File: src/rtl/spi_host_tx.sv
// spi_host_tx: SPI mode-0 initiator feeding the Forth CPU's SPI slave port.
// Bytes arrive on a valid/ready stream and go out MSB first. All bytes up to
// and including the one flagged tx_last share a single nCS-low window. SCK is
// paced from clk by CLKDIV (half-period in clk cycles, >= 1). nCS stays high
// for at least CS_GAP cycles (>= 1) between frames.
//
// Optional build macro SPI_HOST_MISO_EN adds the MISO input and the
// rx_data/rx_valid outputs. MISO is sampled on every SCK rise and the byte is
// presented on the cycle of its final SCK fall. The transmit path is the same
// cycle for cycle with or without the macro.
module spi_host_tx #(
   parameter int CLKDIV = 4,
   parameter int CS_GAP = 2
) (
   input  logic       clk,
   input  logic       reset,
   input  logic [7:0] tx_data,
   input  logic       tx_valid,
   input  logic       tx_last,
   output logic       tx_ready,
   output logic       busy,
   output logic       nCS,
   output logic       SCK,
   output logic       MOSI
`ifdef SPI_HOST_MISO_EN
   ,
   input  logic       MISO,
   output logic [7:0] rx_data,
   output logic       rx_valid
`endif
);

   localparam int DIV_W = $clog2(CLKDIV + 1);
   localparam int GAP_W = $clog2(CS_GAP + 1);
   localparam logic [DIV_W-1:0] DIV_LOAD = DIV_W'(CLKDIV - 1);
   localparam logic [GAP_W-1:0] GAP_LOAD = GAP_W'(CS_GAP - 1);

   typedef enum logic [2:0] {
      IDLE     = 3'd0,
      SHIFT_LO = 3'd1,
      SHIFT_HI = 3'd2,
      WAIT     = 3'd3,
      HOLD     = 3'd4,
      GAP      = 3'd5
   } state_t;

   state_t           state_q;
   logic [7:0]       sh_q;       // MOSI is always sh_q[7]
   logic             last_q;
   logic [2:0]       bit_q;
   logic [DIV_W-1:0] div_q;
   logic [GAP_W-1:0] gap_q;
   logic             ncs_q;
   logic             sck_q;

   logic             accept_d;
   logic             div_done_d;
   logic             sck_rise_d;
   logic             byte_end_d;

   // Handshake and status depend only on state. That makes tx_ready high
   // while reset holds the FSM in IDLE.
   assign tx_ready   = (state_q == IDLE) || (state_q == WAIT);
   assign busy       = (state_q != IDLE);
   assign accept_d   = tx_valid && tx_ready;
   assign div_done_d = (div_q == '0);
   assign sck_rise_d = (state_q == SHIFT_LO) && div_done_d;
   assign byte_end_d = (state_q == SHIFT_HI) && div_done_d && (bit_q == 3'd0);

   assign nCS  = ncs_q;
   assign SCK  = sck_q;
   assign MOSI = sh_q[7];

   // Transfer FSM. All pin outputs are registered here. The divider reloads on
   // every state entry, so each timed state lasts exactly CLKDIV cycles.
   always_ff @(posedge clk or posedge reset) begin
      if (reset) begin
         state_q <= IDLE;
         sh_q    <= 8'h00;
         last_q  <= 1'b0;
         bit_q   <= 3'd0;
         div_q   <= '0;
         gap_q   <= '0;
         ncs_q   <= 1'b1;
         sck_q   <= 1'b0;
      end else begin
         case (state_q)
            IDLE, WAIT: begin
               // In WAIT, a new byte continues the frame without raising nCS.
               if (accept_d) begin
                  sh_q    <= tx_data;
                  last_q  <= tx_last;
                  bit_q   <= 3'd7;
                  ncs_q   <= 1'b0;
                  div_q   <= DIV_LOAD;
                  state_q <= SHIFT_LO;
               end
            end
            SHIFT_LO: begin
               if (div_done_d) begin
                  sck_q   <= 1'b1;
                  div_q   <= DIV_LOAD;
                  state_q <= SHIFT_HI;
               end else begin
                  div_q <= div_q - 1'b1;
               end
            end
            SHIFT_HI: begin
               if (div_done_d) begin
                  sck_q <= 1'b0;
                  div_q <= DIV_LOAD;
                  if (bit_q != 3'd0) begin
                     // MOSI moves only on this falling edge.
                     sh_q    <= {sh_q[6:0], 1'b0};
                     bit_q   <= bit_q - 3'd1;
                     state_q <= SHIFT_LO;
                  end else begin
                     state_q <= last_q ? HOLD : WAIT;
                  end
               end else begin
                  div_q <= div_q - 1'b1;
               end
            end
            HOLD: begin
               // Keep nCS low for one more half-period after the last fall.
               if (div_done_d) begin
                  ncs_q   <= 1'b1;
                  sh_q    <= 8'h00;
                  gap_q   <= GAP_LOAD;
                  state_q <= GAP;
               end else begin
                  div_q <= div_q - 1'b1;
               end
            end
            GAP: begin
               if (gap_q == '0) begin
                  state_q <= IDLE;
               end else begin
                  gap_q <= gap_q - 1'b1;
               end
            end
            default: begin
               state_q <= IDLE;
               ncs_q   <= 1'b1;
               sck_q   <= 1'b0;
               sh_q    <= 8'h00;
            end
         endcase
      end
   end

`ifdef SPI_HOST_MISO_EN
   logic [7:0] rx_sh_q;
   logic [7:0] rx_data_q;
   logic       rx_valid_q;

   assign rx_data  = rx_data_q;
   assign rx_valid = rx_valid_q;

   // Receive path. Sample MISO as SCK rises, then publish the byte on its final fall.
   always_ff @(posedge clk or posedge reset) begin
      if (reset) begin
         rx_sh_q    <= 8'h00;
         rx_data_q  <= 8'h00;
         rx_valid_q <= 1'b0;
      end else begin
         rx_valid_q <= byte_end_d;
         if (sck_rise_d) begin
            rx_sh_q <= {rx_sh_q[6:0], MISO};
         end
         if (byte_end_d) begin
            rx_data_q <= rx_sh_q;
         end
      end
   end
`else
   // Without the receive path, these strobes have no consumer.
   logic unused_d;
   assign unused_d = sck_rise_d ^ byte_end_d;
`endif

endmodule

File: config.mk
export PLATFORM = sky130hd
export DESIGN_NAME = spi_host_tx
export DESIGN_NICKNAME = d
export VERILOG_FILES = /design/src/rtl/spi_host_tx.sv
export SDC_FILE = /design/constraint.sdc
export NUM_CORES = 1
export LEC_CHECK = 0
export CAP_MARGIN = 30
export CORE_MARGIN = 2
export CORE_UTILIZATION = 55
export CTS_CLUSTER_DIAMETER = 50
export CTS_CLUSTER_SIZE = 14
export DETAILED_ROUTE_END_ITERATION = 8
export PLACE_DENSITY = 0.89
export SLEW_MARGIN = 15
export SYNTH_ARGS = -nofsm -noshare
export SYNTH_HDL_FRONTEND = slang
export SYNTH_SLANG_ARGS = --single-unit
File: constraint.sdc
create_clock -name clk -period 2 [get_ports clk]
set_input_delay 0.2 -clock clk [delete_from_list [all_inputs] [get_ports clk]]
set_output_delay 0.2 -clock clk [all_outputs]
set_load 0.02 [all_outputs]
=== After elaboration in Yosys (flattened, before gate mapping) ===
Cells that the tools add are included.

* Register bits after elaboration: 22
* Bits of input ports: 12
* Output and inout port bits: 5
* Logic and storage cells: 79

* Add/subtract/negate cells: 3
* Equality and inequality tests: 13
* Multiplexer cells: 29
* Bitwise operators: 3
* Reductions and logical operators: 23

{| class="wikitable"
|+ Operators with widths
! kind !! count
|-
| $mux W3 || 13
|-
| $mux W8 || 4
|-
| $pmux W8 S4 || 1
|-
| $pmux W3 S5 || 1
|-
| $ne A2 B2 Y1 const B || 7
|-
| $reduce_and A3 Y1 || 4
|-
| $reduce_and A5 Y1 || 2
|-
| $pmux W3 S3 || 1
|-
| $reduce_bool A3 Y1 || 3
|-
| $eq A3 B2 Y1 const B || 2
|-
| $eq A3 B3 Y1 const B || 2
|-
| $logic_not A3 Y1 || 2
|-
| $pmux W1 S3 || 2
|-
| $pmux W3 S2 || 1
|-
| $reduce_or A2 Y1 || 3
|-
| $sub A3 B1 Y3 const B || 2
|-
| $mux W2 || 2
|-
| $pmux W2 S2 || 1
|-
| $reduce_and A4 Y1 || 1
|-
| $reduce_bool A2 Y1 || 2
|-
| $reduce_or A4 Y1 || 1
|-
| $eq A3 B1 Y1 const B || 1
|-
| $mux W1 || 3
|-
| $not A1 Y1 || 3
|-
| 7 further kinds || 7
|}

=== Longest topological paths before layout ===
* Depth in word-level cells: 5
* Gate-level depth with buffers: 8
* Mapped depth without buffers: 6

=== Least setup slack after synthesis ===
No wires, ideal clock.

* Path kind: reg-to-reg
* Start point: reg div_q[0]
* End point: reg sh_q[1]
* Library setup time: 0.125 ns
* Data arrival time: 1.565 ns
* Required time: 1.875 ns
* Path slack: 0.310 ns
* Stages on the path, launching flop included: 9
* Buffers on the path: 2
* Clock period less this slack: 1.690 ns
* Path through: dfrtp_1 > inv_1 > ha_1 > nand2b_1 > clkbuf_2 > a21oi_1 > o221a_2 > buf_6 > mux2_4

* Word-level cells in the longest chain between the ends: 3
* Elaborated cells on any way between the ends: 4
* Classes of those cells: eq/ne: 2; reduce/logical: 2

{| class="wikitable"
|+ RTL lines
! element !! line !! RTL
|-
| start, declared || 51 || <nowiki>logic [DIV_W-1:0] div_q;</nowiki>
|-
| start signal, assigned || 105 || <nowiki>div_q <= div_q - 1'b1;</nowiki>
|-
| start signal, assigned || 121 || <nowiki>div_q <= div_q - 1'b1;</nowiki>
|-
| start signal, assigned || 132 || <nowiki>div_q <= div_q - 1'b1;</nowiki>
|-
| $logic_not A3 Y1 (*) || 66 || <nowiki>assign div_done_d = (div_q == '0);</nowiki>
|-
| $ne A2 B2 Y1 (no source line) || - ||
|-
| $reduce_and A5 Y1 (no source line) (*) || - ||
|-
| end signal, assigned || 91 || <nowiki>sh_q <= tx_data;</nowiki>
|-
| end signal, assigned || 114 || <nowiki>sh_q <= {sh_q[6:0], 1'b0};</nowiki>
|-
| end, declared || 48 || <nowiki>logic [7:0] sh_q;</nowiki>
|}

Every way passes the cells marked *; elsewhere a longest branch is shown, timed or not.
A chain may end at the register's enable or synchronous reset.

=== Worst setup path in the final report ===
* Start point: reg div_q[1]
* End point: reg sh_q[3]

The elaborated chain is that of the path after synthesis.

==> reports/qor.tcl <==
set qor(cp_data_required_time_ps) 2210
set qor(unrepaired_setup_endpoints_after_global_routing) {yes}
set qor(n_fill_cell) 178
set qor(drive_gt1_share_pct) 17.8
set qor(wl_per_cell_um) 15.7
set qor(worst_slack_ps) 79.9
set qor(antenna-diode-count) 0
set qor(timing.setup.critical_path_class) {reg2reg}
set qor(syn_area_per_cell_sq_um) 8.96
set qor(layout.cells.non_filler) 215
set qor(initial_core_util_pct) 59.0
set qor(die_area_sq_um) 3140
set qor(hpwl_mm) 2.49
set qor(met1_use_gr_pct) 32.3
set qor(report.final.setup_viol) 0
set qor(clock_tree.buffer_depth) 2
set qor(worst-endpoint-arrival_ps) 2130
set qor(synthCells) 166
set qor(cts_max_level) 1
set qor(final_hold_viol_count) 0
set qor(synth_area_leader) {sky130_fd_sc_hd__dfrtp_1}
set qor(postCtsHoldBufs) 0
set qor(finish.net_count) 203
set qor(reg2reg_to) {sh_q[3]}
set qor(critPathSlowestCell) {sky130_fd_sc_hd__dfrtp_1}
set qor(gr-total-overflow) 0
set qor(place_ws_ps) 117
set qor(worst_skew_pair.late_latency_ps) 310
set qor(status) {complete, no violations}
set qor(largest_stage_delay_on_the_critical_path_ps) 420
set qor(post-route-drc-count) 0
set qor(tns_ps) 0
set qor(met2_usage_pct) 35.6
set qor(synth_top_area_share_pct) 35.3
set qor(cell_at_the_root_of_the_clock_tree) {sky130_fd_sc_hd__clkbuf_4}
set qor(antenna_found_initial) 0
set qor(synth.net_count) 183
set qor(end_kind) {flip-flop}
set qor(cp_cell_sequence) {inv_1 -> ha_1 -> nand2b_1 -> a21oi_1 -> o221a_4 -> mux2_4}
set qor(die_w_um) 56.0
set qor(grtUsageMet3_pct) 2.33
set qor(worst_r2r_startpoint) {div_q[1]}
set qor(num_vias) 1321
set qor(ff2ff_path_depth) 6
set qor(setup.worst_path.start_class) {flip-flop}
set qor(finalHoldWorstSlack_ps) 210
set qor(placement_rows) 18
set qor(gpl_wtd_cong) 0.895
set qor(post-route-period-util_pct) 96.0
set qor(fmax_ghz) 0.521
set qor(path_clk_slew_ps) 130
set qor(power_per_cell_area_nw_per_um2) 407
set qor(synth_sequential_area_ratio_pct) 37.1
set qor(maximum_number_of_pins_on_one_net_before_global_route_repair) 23
set qor(drt_first_pass_iters) 5
set qor(worstPathMaxFanout) 8
set qor(dpl.cell_count) 211
set qor(worst_clock_skew_ps) 11.4
set qor(avgViaCountPerCell) 6.14
set qor(layout_common_cells) {20 x sky130_fd_sc_hd__nor2_1, 19 x sky130_fd_sc_hd__dfrtp_1, 16 x sky130_fd_sc_hd__clkdlybuf4s50_1}
set qor(cts.sink_count) 22
set qor(area_growth_pct) 17.1
set qor(most_common_cell_after_layout_fill_and_taps_aside) {sky130_fd_sc_hd__nor2_1}
set qor(numCtsBuffers) 3
set qor(worst-r2r-setup-slack_ps) 80
set qor(die_height_um) 56.0
set qor(number_of_design_rule_violations_left_by_the_first_detailed_router_iteration) 72
set qor(tritoncts_clock_tree) {done}
set qor(global_route_wire_length_before_repair_mm) 5.66
set qor(netlist_area_sq_um) 1490
set qor(grt_pass1_vias) 1233
set qor(io-pin-count) 17
set qor(yosys_warnings) 0
set qor(routed_wirelength_mm) 3.38
set qor(vdd_drop_max_mv) 0.337
set qor(post_synth_main_area_contributors) {sky130_fd_sc_hd__dfrtp_1 35%, sky130_fd_sc_hd__mux2_4 7.1%, sky130_fd_sc_hd__mux2_2 6.1%}
set qor(final_period_minus_worst_setup_slack_ps) 1920
set qor(cap_violations) 0
set qor(global_route.usage.total_pct) 22.4
set qor(tightest_slew_ps) 540
set qor(portBuffers) 16
set qor(post-layout-total-power_mw) 0.709
set qor(antenna_left) 0
set qor(maxSlewViolCount) 0
set qor(slew-limit-headroom_pct) 63.1
set qor(synth.ff_latch_count) 22
set qor(grt_busiest_layer) {met2}
set qor(coreArea_sq_um) 2520
set qor(p_leak_nw) 0.737
set qor(min_path_type) {in2async}
set qor(netlist-cell-type-count) 39
==> where the power goes <==
group / leakage (nW) / internal [mW] / switching [mW]
logic: 0.443 / 0.0275 / 0.0209
clock network: 0.0150 / 0.0778 / 0.136
registers: 0.279 / 0.446 / 0.000626
==> flip-flops by register name (all words and copies together), names as in the netlist <==
name and flops:
sh_q 8, bit_q 3, div_q 3, state_q 3
gap_q 2, SCK 1, last_q 1, nCS 1
==> layout make-up <==
class	instances	area, sq um	area share [%]
inverter	13	48.8	2.80
clock buffer	4	26.3	1.51
multi-input combinational	120	836	48.0
sequential	22	554	31.8
tap	30	37.5	2.16
timing repair buffer	26	239	13.7
==> kinds of logic (layout without fill, tap and decap cells) <==
logic type | after synthesis | in the layout | synth area share (%)
XOR/XNOR | 2 | 2 | 1.18
adder cells (fa/ha/maj) | 5 | 5 | 4.21
AND/OR/NAND/NOR | 48 | 48 | 14.4
AO/OA/AOI/OAI | 48 | 48 | 21.4
multiplexers | 17 | 17 | 14.5
flip-flops | 22 | 22 | 37.1
buffers and inverters | 24 | 43 | 7.32
==> per-layer routing <==
layer / part of all wire [%] / up-vias / wire length, um
met1: 43 / 625 / 1460
met2: 49 / 59 / 1640
met3: 6.5 / 9 / 219
met4: 1.9 / 0 / 63
li1: - / 628 / -
met5: 0 / - / 0
==> cells in the mapped netlist <==
cell / count
sky130_fd_sc_hd__buf_4: 1
sky130_fd_sc_hd__buf_6: 1
sky130_fd_sc_hd__o21ai_0: 14
sky130_fd_sc_hd__o211ai_1: 3
sky130_fd_sc_hd__a21oi_1: 6
sky130_fd_sc_hd__nor2b_1: 2
sky130_fd_sc_hd__mux2_4: 7
sky130_fd_sc_hd__dfstp_2: 1
sky130_fd_sc_hd__mux2_2: 8
sky130_fd_sc_hd__o32ai_1: 1
sky130_fd_sc_hd__inv_1: 13
sky130_fd_sc_hd__and3_1: 1
sky130_fd_sc_hd__nand2b_1: 5
sky130_fd_sc_hd__mux2i_1: 2
sky130_fd_sc_hd__o31ai_1: 2
sky130_fd_sc_hd__o221ai_1: 1
sky130_fd_sc_hd__buf_2: 5
sky130_fd_sc_hd__a2bb2oi_1: 1
sky130_fd_sc_hd__a2111oi_0: 1
sky130_fd_sc_hd__o22ai_1: 2
sky130_fd_sc_hd__buf_1: 1
sky130_fd_sc_hd__clkbuf_1: 2
sky130_fd_sc_hd__a211oi_1: 3
sky130_fd_sc_hd__nor2_2: 1
sky130_fd_sc_hd__a22oi_1: 8
sky130_fd_sc_hd__ha_1: 5
sky130_fd_sc_hd__or3_1: 1
sky130_fd_sc_hd__o221a_2: 1
sky130_fd_sc_hd__nor4_1: 1
sky130_fd_sc_hd__nor2_1: 20
sky130_fd_sc_hd__xor2_1: 2
sky130_fd_sc_hd__clkbuf_2: 1
sky130_fd_sc_hd__a21o_1: 2
sky130_fd_sc_hd__nand3_1: 4
sky130_fd_sc_hd__a221oi_1: 2
sky130_fd_sc_hd__nor3_1: 1
sky130_fd_sc_hd__dfrtp_1: 21
sky130_fd_sc_hd__nand2_1: 12
sky130_fd_sc_hd__a31oi_1: 1
==> worst max-delay path, delay by kind of cell (launching register included) <==
kind,cells,cell delay [ps]
muxes,1,320
AOI/OAI and AO/OA,2,580
and+or+nand+nor,1,210
adders and majority gates,1,190
buffers and inverters,1,100
DFF,1,420
==> stage by stage <==
step	utilization, %	cell area, sq um
after floorplan	-	1490
after global placement	67.4	1700
after detailed placement	67.4	1700
after CTS	68.6	1730
after global routing	69.0	1740
final	69.0	1740
==> worst max-delay path by stage <==
stage               startpoint       end  slack [ps]
floorplan             div_q[0]   sh_q[1]         310
global placement      div_q[0]   sh_q[2]         230
finish                div_q[1]   sh_q[3]          80
global route        state_q[0]  tx_ready         -30
CTS                 state_q[0]      busy          30
detailed placement    div_q[0]   sh_q[3]         120
==> timing repair <==
action                     CTS  global route
resized for setup            2             2
buffers inserted             0             0
setup endpoints to repair    1             8
Note: power is estimated with default switching activity, not from simulation.
